`src/rtl/gate_seq_pkg.sv`:
```
// gate_seq_pkg: shared state encoding, default sizing and NOR reference for the truth-table sequencer
package gate_seq_pkg;
  typedef enum logic [1:0] {IDLE, SETTLE, SAMPLE, DONE} state_t;
  localparam int N_IN_DEF = 2;
  localparam int SETTLE_DEF = 2;
  function automatic logic nor_ref(input logic [7:0] vec);
    return ~|vec;
  endfunction
endpackage

```
`src/rtl/settle_timer.sv`:
```
// settle_timer: counts cycles spent holding a vector; expire flags the last settle cycle
module settle_timer #(
  parameter int SETTLE = 2
) (
  input  logic clk,
  input  logic rst,
  input  logic clear,
  input  logic enable,
  output logic expire
);
  localparam int CW = SETTLE > 1 ? $clog2(SETTLE) : 1;
  localparam logic [CW-1:0] LAST = CW'(SETTLE - 1);
  logic [CW-1:0] cnt_q, cnt_d;
  if (SETTLE < 1) begin : g_bad_settle
    $error("settle_timer: SETTLE must be at least 1");
  end
  assign expire = cnt_q == LAST;
  always_comb cnt_d = clear ? '0 : (enable && !expire) ? cnt_q + CW'(1) : cnt_q;
  always_ff @(posedge clk or posedge rst)
    if (rst) cnt_q <= '0;
    else cnt_q <= cnt_d;
endmodule

```
`src/rtl/nor_truth_sequencer.sv`:
```
// nor_truth_sequencer: sweeps every input vector of a NOR gate and counts output mismatches.
// FAIL_CAPTURE_EN adds first_fail_vec/first_fail_vld recording the first failing vector.
module nor_truth_sequencer #(
  parameter int N_IN = gate_seq_pkg::N_IN_DEF,
  parameter int SETTLE = gate_seq_pkg::SETTLE_DEF
) (
  input  logic            clk,
  input  logic            rst,
  input  logic            start,
  input  logic            abort,
  output logic [N_IN-1:0] gate_in,
  input  logic            gate_out,
  output logic            busy,
  output logic            done,
  output logic            pass,
  output logic [N_IN:0]   err_count
`ifdef FAIL_CAPTURE_EN
  ,
  output logic [N_IN-1:0] first_fail_vec,
  output logic            first_fail_vld
`endif
);
  import gate_seq_pkg::*;
  state_t state_q, state_d;
  logic [N_IN-1:0] vec_q, vec_d;
  logic [N_IN:0] err_q, err_d;
  logic pass_q, pass_d, expire, mismatch, in_settle, halt, accept;
  if (N_IN < 1 || N_IN > 8) begin : g_bad_n
    $error("nor_truth_sequencer: N_IN must be 1..8");
  end
  assign in_settle = state_q == gate_seq_pkg::SETTLE;
  assign halt = abort && (in_settle || state_q == SAMPLE);
  assign accept = state_q == IDLE && start && !abort;
  assign mismatch = gate_out != nor_ref(8'(vec_q));
  settle_timer #(.SETTLE(SETTLE)) u_timer (
    .clk(clk),
    .rst(rst),
    .clear(!in_settle),
    .enable(in_settle),
    .expire(expire)
  );
  always_comb begin
    state_d = state_q;
    vec_d = vec_q;
    err_d = err_q;
    pass_d = pass_q;
    if (halt) begin
      state_d = IDLE;
      vec_d = '0;
      pass_d = 1'b0;
    end else begin
      case (state_q)
        IDLE: if (accept) begin
          state_d = gate_seq_pkg::SETTLE;
          vec_d = '0;
          err_d = '0;
          pass_d = 1'b0;
        end
        gate_seq_pkg::SETTLE: state_d = expire ? SAMPLE : state_q;
        SAMPLE: begin
          err_d = err_q + (N_IN+1)'(mismatch);
          state_d = &vec_q ? DONE : gate_seq_pkg::SETTLE;
          vec_d = &vec_q ? vec_q : vec_q + N_IN'(1);
        end
        default: begin
          state_d = IDLE;
          pass_d = err_q == '0;
        end
      endcase
    end
  end
  always_ff @(posedge clk or posedge rst)
    if (rst) begin
      state_q <= IDLE;
      vec_q <= '0;
      err_q <= '0;
      pass_q <= 1'b0;
    end else begin
      state_q <= state_d;
      vec_q <= vec_d;
      err_q <= err_d;
      pass_q <= pass_d;
    end
`ifdef FAIL_CAPTURE_EN
  logic [N_IN-1:0] first_fail_vec_q, first_fail_vec_d;
  logic first_fail_vld_q, first_fail_vld_d;
  always_comb begin
    first_fail_vec_d = accept ? '0 : first_fail_vec_q;
    first_fail_vld_d = accept ? 1'b0 : first_fail_vld_q;
    if (state_q == SAMPLE && !abort && mismatch && !first_fail_vld_q) begin
      first_fail_vec_d = vec_q;
      first_fail_vld_d = 1'b1;
    end
  end
  always_ff @(posedge clk or posedge rst)
    if (rst) begin
      first_fail_vec_q <= '0;
      first_fail_vld_q <= 1'b0;
    end else begin
      first_fail_vec_q <= first_fail_vec_d;
      first_fail_vld_q <= first_fail_vld_d;
    end
  assign first_fail_vec = first_fail_vec_q;
  assign first_fail_vld = first_fail_vld_q;
`endif
  assign gate_in = vec_q;
  assign busy = in_settle || state_q == SAMPLE;
  assign done = state_q == DONE;
  assign pass = pass_q;
  assign err_count = err_q;
endmodule
```
`config.mk`:
```
export PLATFORM = sky130hd
export DESIGN_NAME = nor_truth_sequencer
export DESIGN_NICKNAME = d
export VERILOG_FILES = /design/src/rtl/gate_seq_pkg.sv /design/src/rtl/settle_timer.sv /design/src/rtl/nor_truth_sequencer.sv
export SDC_FILE = /design/constraint.sdc
export NUM_CORES = 1
export LEC_CHECK = 0
export CORE_MARGIN = 2
export CORE_UTILIZATION = 48
export DETAILED_ROUTE_END_ITERATION = 7
export PLACE_DENSITY = 0.75
export SYNTH_ARGS = -nofsm -noshare
export SYNTH_HDL_FRONTEND = slang
export SYNTH_SLANG_ARGS = --single-unit
```
`constraint.sdc`:
```
create_clock -name clk -period 1.8 [get_ports clk]
set_input_delay 0.36 -clock clk [delete_from_list [all_inputs] [get_ports clk]]
set_output_delay 0.36 -clock clk [all_outputs]
set_load 0.02 [all_outputs]
```
# Yosys cells after proc, flatten, opt, wreduce, memory -nomap -nowiden

Cells that the tools add are included.

Register bits after elaboration: 9
Word-level logic and storage cells: 54

Add/subtract/negate cells: 3
Equality and inequality tests: 10
Muxes and demuxes: 16
Bitwise operators: 1
Reduce and logical (&&, ||, !) cells: 19

Operator list:

| kind                                                            | number |
|---|---|
| 2-bit 2-to-1 mux                                                | 7 |
| 3-bit != test, second input constant                            | 2 |
| 2-bit one-hot mux with 3 select lines                           | 1 |
| 3-bit one-hot mux with 2 select lines                           | 1 |
| 2-bit AND reduction                                             | 3 |
| 3-bit AND reduction                                             | 2 |
| 2-bit == test, second input constant                            | 2 |
| 1-bit logical AND                                               | 4 |
| 1-bit 2-to-1 mux                                                | 4 |
| 2-bit by 1-bit != test with 1-bit output, second input constant | 2 |
| 2-bit one-hot mux with 2 select lines                           | 1 |
| 2-bit OR reduction                                              | 2 |
| 3-bit by 1-bit adder with 3-bit output                          | 1 |
| 1-bit zero test                                                 | 3 |
| 3-bit zero test                                                 | 1 |
| 3-bit 2-to-1 mux                                                | 1 |
| 3-bit by 1-bit != test with 1-bit output, second input constant | 1 |
| 3-bit nonzero test                                              | 1 |
| 2-bit by 1-bit adder with 2-bit output, second input constant   | 1 |
| 2-bit by 1-bit == test with 1-bit output, second input constant | 1 |
| 2-bit zero test                                                 | 1 |
| 2-bit != test, second input constant                            | 1 |
| 1-bit one-hot mux with 2 select lines                           | 1 |
| 2-bit nonzero test                                              | 1 |
| 4 further kinds                                                 | 4 |

# Longest topological paths before layout

Depth in word-level cells: 6
Gate-level depth with buffers: 8
Mapped depth without buffers: 8

# By module

A second synthesis with hierarchy kept.

Cells, all modules: 64
Area, all modules: 603.1 um2

Modules (own cells, without submodules):

| module              | instances | cells an instance | area each (um2) | seq. area each (um2) |
|---|---|---|---|---|
| nor_truth_sequencer | 1         | 61                | 564.3           | 200.2 |
| settle_timer        | 1         | 3                 | 38.8            | 25.0 |

# Least setup slack after synthesis

OpenSTA, ideal clock, no wires.

Path kind: reg2reg
From: register state_q[0]
To: register state_q[0]
Setup time: 0.128 ns
Arrival: 1.648 ns
Required time: 1.672 ns
Setup slack: 0.025 ns
Cell stages (with the launch flop): 7
Path buffers: 1
Cells stage by stage: dfrtp_1 -> inv_1 -> ha_1 -> and2_1 -> buf_6 -> nor2_1 -> mux2_1

Word-level cells in the longest chain between the ends: 5

RTL lines:

| item                                                                                | line                      | text |
|---|---|---|
| start: declaration                                                                  | nor_truth_sequencer.sv:24 | `state_t state_q, state_d;` |
| start signal: assignment                                                            | nor_truth_sequencer.sv:79 | `state_q <= state_d;` |
| 2-bit by 1-bit == test with 1-bit output or 2-bit == test (tied branches)           | -                         |  |
| 1-bit logical OR *                                                                  | -                         |  |
| named net busy                                                                      | nor_truth_sequencer.sv:13 | `output logic busy,` |
| 1-bit logical AND *                                                                 | nor_truth_sequencer.sv:32 | `assign halt = abort && (in_settle \|\| state_q == SAMPLE);` |
| 3-bit by 1-bit != test with 1-bit output (no line) or 3-bit != test (tied branches) | -                         |  |
| 2-bit AND reduction (no line)                                                       | -                         |  |

The timed path passes the listed nets; every way through them passes the cells marked *.
A chain may end at the register's enable or synchronous reset.

# Worst setup path in the final report

From: register state_q[1]
To: output busy

Word-level cells in the longest chain between the ends: 2

RTL lines:

| item                                                                      | line                                                  | text |
|---|---|---|
| 2-bit by 1-bit == test with 1-bit output or 2-bit == test (tied branches) | nor_truth_sequencer.sv:31, nor_truth_sequencer.sv:107 |  |
| 1-bit logical OR *                                                        | nor_truth_sequencer.sv:107                            | `assign busy = in_settle \|\| state_q == SAMPLE;` |
| end: declaration                                                          | nor_truth_sequencer.sv:13                             |  |

Mark *: on every way between the ends. The rest lies on a longest branch, timed or not.

==> run summary <==
Mapped Area: 643 um^2
Die Ht: 40.6 um
Dpl cells: 94
Core area: 1270 um^2
WP data required: 1.44 ns
Pwr Density: 1510 nW/um^2
Worst Path Max Fanout: 5
Post-Layout Cell Count: 98
Fmax: 583 MHz
Final Net Count: 98
Commonest non-fill, non-tap cell in the layout: clkdlybuf4s50_1
Filler cell count: 114
Worst Path Arrival: 1.35 ns
Total global-route track usage: 19.6%
Antenna cells: 0
Final GP Congestion: 0.765
Post-Synth Simple-Gate Area: 20.2%
Post-synthesis net count: 81
#FFs+latches synth: 9
Xor-xnor portion of the synthesized cell area: 1.36%
Register area: 225 um^2
Clock skew: 0.000741 ns
Worst slew margin: 76.5%
Dpl hpwl: 940 um
Final min period: 1.71 ns
Library cells used by synthesis: 26
Yosys top cell area share: 35.0%
Antenna violations before repair: 0
Final worst-path cycle share: 95.3%
Final hold violation count: 0
Synth Area in Compound Gates: 15.2%
Endpoints failing setup: 0
Total grt overflow: 0
Share of layout cells above drive strength 1: 14.5%
Ports: 13
Pre-antenna DRT Iters: 4
Clock Sinks: 9
Clock buffer depth: 2
Mapped Cells: 67
Cell taking the most area after synthesis: dfrtp_1
Root Driver: clkbuf_4
Mux cell area share after synthesis: 3.50%
H-tree levels: 1
Clock Pin Slew Worst Setup and Hold Paths: 0.06 ns
TritonCTS clock tree: yes
Starting DRC count in detailed routing: 11
Pleak: 0.394 nW
DRC violations left: 0
Wire per inst: 12.0 um
Via density: 5.31
Highest-count cells in the layout ignoring fill and taps: clkdlybuf4s50_1, ha_1, dfrtp_1
Clk_lat worst skew: 0.26 ns
Sequential share of the synthesized area: 35.0%
Post-route ant nets: 0
Max-cap violations: 0
Post-synthesis area per instance: 9.60 um^2
Actual slew at the worst max-slew pin: 0.352 ns
Post-CTS setup buffer count: 0
Initial Util: 50.7%
Largest family of logic cells by synthesized area: simple AND/OR/NAND/NOR gates
Setup TNS Final: 0 ns
Final wirelength: 1.17 mm
P&R area growth vs syn: 25.9%
Post-synthesis adder-cell area fraction: 17.5%
Critical Path Sink Type: primary output
Die X: 40.6 um
First-pass GRT wire length: 2.07 mm
Footprint of the multi-input gates: 372 um^2
Maximum VDD drop: 0.000778 V
Area contributors post-synth: dfrtp_1, ha_1, inv_1
YS warnings: 0
Inserted Clock Buffers: 3
Via count: 520
DIE AREA: 1650 um^2
Outcome: finished clean
Slew Limit Fails: 0
Largest net degree at the start of global routing: 10
RSZ-0062 raised after global routing: no
Vias in the first global route: 495
Worst hold-check path type: in2async
Port Buf Inserts: 12
Setup CP Type: reg2out
FP Rows: 13
Crit path launch type: register
[state kept, by name, indices dropped and copies added, names as in the netlist]
signal          cells
err_count           3
gate_in             2
pass                1
state_q             2
u_timer.expire      1
[power breakdown]
| group | switching, mW | internal, mW | leakage, nW |
|---|---|---|---|
| Sequential | 0.0506 | 0.271 | 0.119 |
| Combinational | 0.396 | 0.348 | 0.260 |
| Clock | 0.0742 | 0.0857 | 0.0150 |
[kinds of logic after synthesis]
family | after synthesis
and+or+nand+nor | 24
muxes | 2
xor gates and xnor gates | 1
AOI/OAI and AO/OA | 12
adders and majority gates | 9
DFF | 9
buffers and inverters | 10
[through the flow]
step / setup WS, ns / utilization [%] / cell area, um^2 / hold slack (ns) / power [mW]
after floorplan: 0.0247 / - / 643 / 0.188 / 0.854
after global placement: 0.0806 / 61.8 / 785 / 0.508 / 1.08
after detailed placement: 0.0651 / 61.8 / 785 / 0.510 / 1.09
after CTS: 0.0538 / 63.7 / 808 / 0.381 / 1.23
after global routing: 0.0183 / 63.8 / 810 / 0.417 / 1.33
final: 0.0854 / 63.8 / 810 / 0.369 / 1.23
[worst max-delay path: stages (launching register included)]
cell             delay [ns]
dfrtp_1                0.35
inv_1                  0.07
ha_1                   0.35
clkdlybuf4s15_1        0.32
[cells in the mapped netlist]
master     instances
nand3b_2           1
a22o_2             1
nor2b_1            2
nand2b_4           1
inv_1              7
xor2_1             1
nand2b_1           2
buf_6              1
a31oi_1            1
a21oi_1            3
or4_1              1
o32ai_1            1
mux2_1             2
o31ai_2            1
and2_1             1
clkbuf_2           1
a2111oi_2          1
ha_1               9
nor2_1             5
clkbuf_1           1
o21ai_1            3
dfrtp_1            9
nand2_1            6
nor3_1             1
o21a_4             1
nand3_1            4
[path summary, 6_finish.rpt]
path,start,endpoint,slack [ns],cells after the start
min reg2reg,err_count[2]$_DFFE_PP0P_,err_count[2]$_DFFE_PP0P_,0.51,1
max reg2reg,state_q[1]$_DFFE_PP0P_,state_q[1]$_DFFE_PP0P_,0.16,5
min in group clk,err_count[2]$_DFFE_PP0P_,err_count[2]$_DFFE_PP0P_,0.51,1
min,rst,state_q[1]$_DFFE_PP0P_,0.37,2
max in group asynchronous,rst,err_count[2]$_DFFE_PP0P_,1.18,2
max,state_q[1]$_DFFE_PP0P_,busy,0.09,3
[repair_timing]
action                     CTS  global route
resized for setup            2             1
setup endpoints to repair    2             1
hold buffers                 0             0
[final cells by class]
cell class	instances	area share [%]
inverters	7	3.25
repair buffers	15	17.5
clock buffers	4	3.25
flip-flops and latches	9	27.8
well taps	15	2.32
multi-input cells	48	45.9
[layer usage]
| layer | vias to the layer above | wire [um] | share of wire, % | global-route usage (%) |
|---|---|---|---|---|
| met5 | - | 0 | 0 | 0 |
| met4 | 0 | 21 | 1.8 | 12.5 |
| met3 | 4 | 83 | 7.1 | 3.33 |
| met2 | 24 | 543 | 46 | 29.8 |
| met1 | 232 | 525 | 45 | 25.4 |
| li1 | 260 | - | - | - |
No activity file was read; power rests on OpenSTA's default activity.
